--- config.mk ---
export PLATFORM = sky130hd
export DESIGN_NAME = fpany_accum_ctrl
export DESIGN_NICKNAME = d
export VERILOG_FILES = /design/src/rtl/fpany_accum_ctrl_pkg.sv /design/src/rtl/fpany_accum_ctrl_adder.sv /design/src/rtl/fpany_accum_ctrl.sv
export SDC_FILE = /design/constraint.sdc
export NUM_CORES = 2
export LEC_CHECK = 0
export ABC_AREA = 1
export BUFFER_PORTS_ARGS = -buffer_cell sky130_fd_sc_hd__buf_2
export CAP_MARGIN = 25
export CORE_MARGIN = 2
export CORE_UTILIZATION = 45
export DETAILED_ROUTE_END_ITERATION = 6
export GPL_ROUTABILITY_DRIVEN = 0
export SLEW_MARGIN = 20
export SYNTH_ARGS = -nofsm -noshare
export SYNTH_HDL_FRONTEND = slang
export SYNTH_HIERARCHICAL = 1
export SYNTH_SLANG_ARGS = --single-unit
--- constraint.sdc ---
create_clock -name clock -period 58.7 [get_ports clock]
set_input_delay 11.74 -clock clock [delete_from_list [all_inputs] [get_ports clock]]
set_output_delay 11.74 -clock clock [all_outputs]
set_load 0.005 [all_outputs]
--- src/rtl/fpany_accum_ctrl_pkg.sv ---
`default_nettype none
// ============================================================================
// Module      : fpany_accum_ctrl_pkg
// Description : Shared widths, state encoding and constants for the
//               shared-exponent FP dot-product accumulator controller.
// Revision    : 1.0 - initial release
// ============================================================================
package fpany_accum_ctrl_pkg;

  // Accumulator FSM: IDLE holds an empty partial sum, ACCUM has folded beats
  typedef enum logic [0:0] {
    ST_IDLE  = 1'b0,
    ST_ACCUM = 1'b1
  } accum_state_t;

  // Width of one packed FP lane: sign + exponent + mantissa
  function automatic int fpany_total(input int e, input int m);
    return e + m + 1;
  endfunction

  // Width of the partial-sum mantissa field (integer + fraction bits)
  function automatic int fpany_pwidth(input int int_bits, input int frac);
    return int_bits + frac;
  endfunction

  // Width of a packed partial sum: sign + exponent + mantissa field
  function automatic int fpany_rw(input int e, input int int_bits, input int frac);
    return e + int_bits + frac + 1;
  endfunction

  // Derived widths at the default configuration
  localparam int c_total_default  = fpany_total(5, 10);
  localparam int c_pwidth_default = fpany_pwidth(4, 12);
  localparam int c_rw_default     = fpany_rw(5, 4, 12);

  // Empty partial sum; sliced to the instance's RW
  localparam logic [127:0] c_zero_psum = '0;

endpackage
`default_nettype wire

--- src/rtl/fpany_accum_ctrl_adder.sv ---
`default_nettype none
// ============================================================================
// Module      : adder_fpany_no_norm_v2
// Description : Combinational shared-exponent adder. Folds NUM packed FP lanes
//               into a two's-complement partial sum without normalising: the
//               result exponent is the maximum of all operand exponents and
//               every operand is aligned to it by an arithmetic right shift.
//               Mantissa overflow wraps.
// Revision    : 1.0 - initial release
// ============================================================================
module adder_fpany_no_norm_v2
  import fpany_accum_ctrl_pkg::*;
#(
  parameter int E    = 5,
  parameter int M    = 10,
  parameter int INT  = 4,
  parameter int FRAC = 12,
  parameter int NUM  = 16
) (
  input  logic [fpany_rw(E, INT, FRAC)-1:0]  i_psum,
  input  logic [NUM*fpany_total(E, M)-1:0]   i_lanes,
  output logic [fpany_rw(E, INT, FRAC)-1:0]  o_sum
);

  localparam int TOTAL  = fpany_total(E, M);
  localparam int PWIDTH = fpany_pwidth(INT, FRAC);
  localparam int RW     = fpany_rw(E, INT, FRAC);
  localparam int SW     = PWIDTH + 1;

  logic        [E-1:0]  w_lane_exp [NUM];
  logic signed [SW-1:0] w_lane_val [NUM];
  logic        [E-1:0]  w_psum_exp;
  logic signed [SW-1:0] w_psum_val;
  logic        [E-1:0]  w_max_exp;
  logic signed [SW-1:0] w_acc;

  // Unpack each lane into an effective exponent and a signed fixed-point value
  generate
    for (genvar gi = 0; gi < NUM; gi++) begin : g_lane
      logic [TOTAL-1:0] w_lane;
      logic             w_hidden;
      logic [SW-1:0]    w_mag;

      assign w_lane   = i_lanes[gi*TOTAL +: TOTAL];
      // Subnormals have no hidden bit and sit at exponent 1
      assign w_hidden = |w_lane[TOTAL-2 -: E];
      assign w_lane_exp[gi] = w_hidden ? w_lane[TOTAL-2 -: E] : E'(1);
      // Place 1.mantissa so its binary point lines up with the FRAC field
      assign w_mag = {{(SW-M-1){1'b0}}, w_hidden, w_lane[M-1:0]} << (FRAC - M);
      assign w_lane_val[gi] = w_lane[TOTAL-1] ? -$signed(w_mag) : $signed(w_mag);
    end
  endgenerate

  // Partial sum: sign bit and mantissa field together form one signed value
  assign w_psum_exp = i_psum[RW-2 -: E];
  assign w_psum_val = $signed({i_psum[RW-1], i_psum[PWIDTH-1:0]});

  // Shared exponent is the largest exponent among the partial sum and all lanes
  always_comb begin
    w_max_exp = w_psum_exp;
    for (int i = 0; i < NUM; i++) begin
      if (w_lane_exp[i] > w_max_exp) begin
        w_max_exp = w_lane_exp[i];
      end
    end
  end

  // Align every operand to the shared exponent and sum in two's complement
  always_comb begin
    w_acc = w_psum_val >>> (w_max_exp - w_psum_exp);
    for (int i = 0; i < NUM; i++) begin
      w_acc = w_acc + (w_lane_val[i] >>> (w_max_exp - w_lane_exp[i]));
    end
  end

  assign o_sum = {w_acc[SW-1], w_max_exp, w_acc[PWIDTH-1:0]};

endmodule
`default_nettype wire

--- src/rtl/fpany_accum_ctrl.sv ---
`default_nettype none
// ============================================================================
// Module      : fpany_accum_ctrl
// Description : Dot-product accumulation controller. Folds one beat of NUM FP
//               lanes per cycle into a running shared-exponent partial sum and
//               hands the finished sum to a valid/ready consumer one cycle
//               after the last beat of each group.
// Revision    : 1.0 - initial release
// ============================================================================
module fpany_accum_ctrl
  import fpany_accum_ctrl_pkg::*;
#(
  parameter int E     = 5,
  parameter int M     = 10,
  parameter int INT   = 4,
  parameter int FRAC  = 12,
  parameter int NUM   = 16,
  parameter int CNT_W = 8
) (
  input  logic                                clock,
  input  logic                                reset,
  input  logic                                in_valid,
  output logic                                in_ready,
  input  logic [NUM*fpany_total(E, M)-1:0]    in_data,
  input  logic                                in_last,
  input  logic                                flush,
  output logic                                out_valid,
  input  logic                                out_ready,
  output logic [fpany_rw(E, INT, FRAC)-1:0]   out_data,
  output logic [CNT_W-1:0]                    out_beats,
  output logic                                ovf_err
);

  localparam int TOTAL  = fpany_total(E, M);
  localparam int PWIDTH = fpany_pwidth(INT, FRAC);
  localparam int RW     = fpany_rw(E, INT, FRAC);
  localparam logic [CNT_W-1:0] c_cnt_max = '1;

  accum_state_t     r_state;
  accum_state_t     w_state_next;
  logic [RW-1:0]    r_psum;
  logic [RW-1:0]    w_next_psum;
  logic [CNT_W-1:0] r_cnt;
  logic [CNT_W-1:0] w_cnt_base;
  logic [CNT_W-1:0] w_cnt_inc;
  logic             w_at_max;
  logic [RW-1:0]    r_out_data;
  logic [CNT_W-1:0] r_out_beats;
  logic             r_out_valid;
  logic             r_ovf_err;
  logic             w_accept;
  logic             w_fold;
  logic             w_close;
  logic             w_clear;

  // A new beat may enter whenever the result slot is free or being drained
  assign in_ready  = !r_out_valid || out_ready;
  assign w_accept  = in_valid && in_ready;

  assign out_valid = r_out_valid;
  assign out_data  = r_out_data;
  assign out_beats = r_out_beats;
  assign ovf_err   = r_ovf_err;

  adder_fpany_no_norm_v2 #(
    .E    (E),
    .M    (M),
    .INT  (INT),
    .FRAC (FRAC),
    .NUM  (NUM)
  ) u_adder (
    .i_psum  (r_psum),
    .i_lanes (in_data),
    .o_sum   (w_next_psum)
  );

  // Beat counter as seen by this beat, saturating at its maximum
  assign w_cnt_base = (r_state == ST_IDLE) ? '0 : r_cnt;
  assign w_at_max   = (w_cnt_base == c_cnt_max);
  assign w_cnt_inc  = w_at_max ? w_cnt_base : (w_cnt_base + CNT_W'(1));

  // FSM state register
  always_ff @(posedge clock) begin
    if (reset) begin
      r_state <= ST_IDLE;
    end else begin
      r_state <= w_state_next;
    end
  end

  // Next state and datapath controls; flush overrides any accepted beat
  always_comb begin
    w_state_next = r_state;
    w_fold       = 1'b0;
    w_close      = 1'b0;
    w_clear      = 1'b0;
    if (flush) begin
      w_clear      = 1'b1;
      w_state_next = ST_IDLE;
    end else if (w_accept) begin
      if (in_last) begin
        w_close      = 1'b1;
        w_clear      = 1'b1;
        w_state_next = ST_IDLE;
      end else begin
        w_fold       = 1'b1;
        w_state_next = ST_ACCUM;
      end
    end
  end

  // Running partial sum, beat count and sticky counter overflow
  always_ff @(posedge clock) begin
    if (reset) begin
      r_psum    <= c_zero_psum[RW-1:0];
      r_cnt     <= '0;
      r_ovf_err <= 1'b0;
    end else if (w_clear) begin
      r_psum    <= c_zero_psum[RW-1:0];
      r_cnt     <= '0;
    end else if (w_fold) begin
      r_psum    <= w_next_psum;
      r_cnt     <= w_cnt_inc;
      if (w_at_max) begin
        r_ovf_err <= 1'b1;
      end
    end
  end

  // Result register: reloads on a closing beat, otherwise drains on handshake
  always_ff @(posedge clock) begin
    if (reset) begin
      r_out_data  <= '0;
      r_out_beats <= '0;
      r_out_valid <= 1'b0;
    end else if (w_close) begin
      r_out_data  <= w_next_psum;
      r_out_beats <= w_cnt_inc;
      r_out_valid <= 1'b1;
    end else if (r_out_valid && out_ready) begin
      r_out_valid <= 1'b0;
    end
  end

endmodule
`default_nettype wire

==> summary.md <==
The source-to-sink clock delay at the later pin of the worst-skew pair is 0.33 ns, and the portion of the clock cycle consumed by the worst path in the final layout is 71.6%. In this run the number of H-tree levels came out at 3. For the starting DRC count in detailed routing, the log shows 2,843. The run gives 0.00126 mm^2 as the combined flip-flop and latch cell area.

In the post-synthesis netlist, the biggest area contributors are sky130_fd_sc_hd__nand2_1 18%, sky130_fd_sc_hd__fa_1 15%, sky130_fd_sc_hd__o21ai_0 11%, sky130_fd_sc_hd__inv_1 9.4%, sky130_fd_sc_hd__ha_1 7.2%. The startpoint of the worst-slack reg-to-reg timing path was r_psum[20]. For the timing-limited maximum frequency, the log shows 23.8 MHz. The pre-antenna-repair detailed-routing pass consisted of 7 iterations. The worst setup path is captured at a flip-flop. The tools report the via count of the first global-routing pass as 31,315.

CTS sink count: 63. The routed length on met2 was 46,800 um. Counting flops with a built-in enable in the synthesized netlist gives 0. Detailed placement finished with a half-perimeter wire length of 87,500 um. The clock arrives with 0.00704 ns of skew.

The proportion of netlist area held by the largest area contributor came out at 17.9%. The net count of the finished layout is 6,235. The tools report the number of hold violations in the final report as 0. Using the TritonRoute via totals, the vias-per-cell ratio works out to 5.27. The die is 272 um tall. The fraction of layout cells with a size suffix above 1 is 9.39%, and the core region area is 0.0714 mm^2.

The kind of cell with the highest combined delay along the critical path is simple AND/OR/NAND/NOR gates. The tools report the destination of the worst register-to-register timing path as out_data[15]. The critical path startpoint category is a primary input. The length of routed met3 wiring was 5830 um; the antenna cell count was 0. The arrival time of the worst setup path was 42.31 ns; the area of the mapped netlist was 0.0323 mm^2.

Setup repair after global routing left no endpoint under its margin. Setup violations remaining at the end of the flow were counted as 0. The number of gates resized after CTS was 0. The final setup TNS is 0 ns. The delay of the slowest cell on the worst path is 0.65 ns, and the count of input and output buffers is 294. The tools report the global-route wire length before repair as 164,000 um. At the pin with the least slew margin, the transition time is 0.980 ns. The flip-flop and latch count after synthesis works out to 63. Via count of the routed design: 34,259. The final layout contains routed wiring with a total length of 103,000 um.

The floorplan step set the die width to 272 um. The worst hold path terminates at ovf_err. The biggest area contributor in the post-synthesis netlist is sky130_fd_sc_hd__nand2_1. Across all register-to-register paths, the minimum setup slack is 27.79 ns. For the post-detailed-route count of antenna-violating nets, the log shows 0. Starting density of the core: 45.3%. Clock tree synthesis inserted a total of 9 buffers. The tools report the post-route standard cell area excluding fillers as 0.0342 mm^2. Compared with the post-synthesis result, the final layout area differs by 5.89%. The synthesized netlist net count was 6,180. The critical path is of the primary input to flip-flop type. The logs give 0 for the count of maximum capacitance violations and 34.4% for the worst relative slew slack. Entering global routing, the biggest net connects 33 pins.

The register clock-pin slew on the reported worst setup and hold paths works out to 0.05 ns. The layout has 7,917 filler cells. The startpoint of the lowest-slack hold path is ovf_err. The most common flop cell mapped by yosys is sky130_fd_sc_hd__dfxtp_1. Each instance of the synthesized netlist takes up on average 5.89 um^2. The tools report the number of pins with negative max-slew slack in the final report as 0. Counting distinct cell types in the post-synthesis netlist gives 70. TritonCTS built the clock tree.

Number of hold buffers added after cts: 0. Measured in cells, the most critical reg-to-reg path has a length of 181. The slowest stage cell on the critical path was sky130_fd_sc_hd__xor2_1. For this block, wires on met1 add up to 48,600 um. The die covers 0.0740 mm^2. By count the netlist is led by 1,540 x sky130_fd_sc_hd__nand2_1, 811 x sky130_fd_sc_hd__inv_1, 707 x sky130_fd_sc_hd__o21ai_0, 448 x sky130_fd_sc_hd__nand3_1, 245 x sky130_fd_sc_hd__fa_1. STA puts the critical path data required time at 58.96 ns. The cell occurring most often along the worst timing path is sky130_fd_sc_hd__nand2_1.

The highest metal layer carrying signal wires in the routed design is met4. Counting both buffers and inverters, the worst setup path holds a total of 36. Across every metal layer, demand over resource in global routing totals 27.3%.

The most common cell in the synthesized netlist is sky130_fd_sc_hd__nand2_1. Summed over all layers, the global routing overflow is 0. The final critical path time including I/O delays and setup is 42.05 ns, and the detailed-route wire length per cell is 15.9 um.

The number of DRC violations after detailed routing is 0, and the maximum buffer depth of the clock tree is 2. The post-CTS repair timing setup buffer count was 0; the share of the yosys chip area belonging to registers was 3.90%. In this run the worst hold path is classified as flip-flop to flip-flop.

Yosys printed 6 warnings. The worst hold path was traced through 2 stages. The tree is rooted in a sky130_fd_sc_hd__clkbuf_16. The tools report the number of ports placed on the die boundary as 295. Async set or reset register ratio after synthesis: 0%.

Number of instances in the synthesized netlist: 5,486. In this run the core area contains 98 standard-cell rows. Along the worst path, the maximum fanout reaches 18. The run finished with clean final reports. The number of antenna violations at the first check in global routing is 0, and the instance area at placement is 0.0339 mm^2. The run gives 0.0267 mm^2 as the area used by multi-input combinational logic.
worst max path at each step:
stage / from / to / slack, ns / cells past startpoint
2_1_floorplan: in_data[14] / r_psum[21] / 20.74 / 183
3_3_place_gp: in_data[14] / out_data[21] / 17.64 / 187
3_5_place_dp: in_data[14] / out_data[21] / 16.71 / 185
4_1_cts: in_data[14] / out_data[21] / 17.01 / 185
5_1_grt: in_data[14] / out_data[21] / 13.06 / 186
6_report: in_data[14] / out_data[15] / 16.65 / 184
cell families (layout without fill, tap and decap cells):
| logic type | after synthesis | after routing | synth area share [%] |
|---|---|---|---|
| AOI/OAI and AO/OA | 1110 | 1110 | 18.4 |
| muxes | 76 | 76 | 2.35 |
| buffers and inverters | 1126 | 1186 | 13.7 |
| xor gates and xnor gates | 226 | 226 | 6.12 |
| adders and majority gates | 432 | 432 | 22.4 |
| DFF | 63 | 63 | 3.90 |
| and+or+nand+nor | 2453 | 2453 | 33.2 |
final cells by class:
type / instances / share of cell area [%]
inverters: 858 / 9.41
flip-flops and latches: 63 / 3.68
well taps: 950 / 3.47
clock buffers: 11 / 0.709
multi-input cells: 4297 / 77.9
repair buffers: 312 / 4.69
clock inverters: 5 / 0.168
metrics by stage:
| step | setup slack [ns] | hold slack (ns) | instances | util [%] |
|---|---|---|---|---|
| 3_3_place_gp | 17.64 | 0.436 | 6480 | 47.5 |
| 5_1_grt | 13.06 | 0.483 | 6496 | 48.0 |
| 2_1_floorplan | 20.74 | 0.444 | 5486 | - |
| 3_5_place_dp | 16.71 | 0.442 | 6480 | 47.5 |
| 6_report | 16.65 | 0.445 | 6496 | 48.0 |
| 4_1_cts | 17.01 | 0.450 | 6496 | 48.0 |
worst reg2reg max path: cells and delay by family (launching register included):
kind | cells | cell delay (ns)
and+or+nand+nor | 96 | 12.45
adders and majority gates | 25 | 8.76
buffers and inverters | 33 | 4.28
AOI/OAI and AO/OA | 25 | 4.05
xor gates and xnor gates | 2 | 0.86
DFF | 1 | 0.44
per-layer routing:
metal / vias to the layer above / GRT usage, %
met3: 105 / 2.82
met1: 15608 / 38.8
met2: 899 / 45.1
met4: 0 / 4.93
li1: 17647 / -
met5: - / 0
cells in the final DEF (no fill, tap or decap), types with 43 or more instances in the layout:
cell type                 instances
sky130_fd_sc_hd__a21oi_1        239
sky130_fd_sc_hd__buf_2          294
sky130_fd_sc_hd__dfxtp_1         63
sky130_fd_sc_hd__fa_1           245
sky130_fd_sc_hd__ha_1           187
sky130_fd_sc_hd__inv_1          811
sky130_fd_sc_hd__mux2i_1         76
sky130_fd_sc_hd__nand2_1       1539
sky130_fd_sc_hd__nand2_2         57
sky130_fd_sc_hd__nand3_1        448
sky130_fd_sc_hd__nor2_1         227
sky130_fd_sc_hd__nor3_1          43
sky130_fd_sc_hd__o21ai_0        707
sky130_fd_sc_hd__xnor2_1         60
sky130_fd_sc_hd__xor2_1         164
registers in the layout, indices dropped and copies added (netlist names):
name,cells
out_beats,8
out_data,22
out_valid,1
ovf_err,1
r_cnt,8
r_psum,22
r_state,1
Power is left out: the tool's default activity adds up to more than one toggle a clock period on the data nets, which glitch-free logic cannot reach.
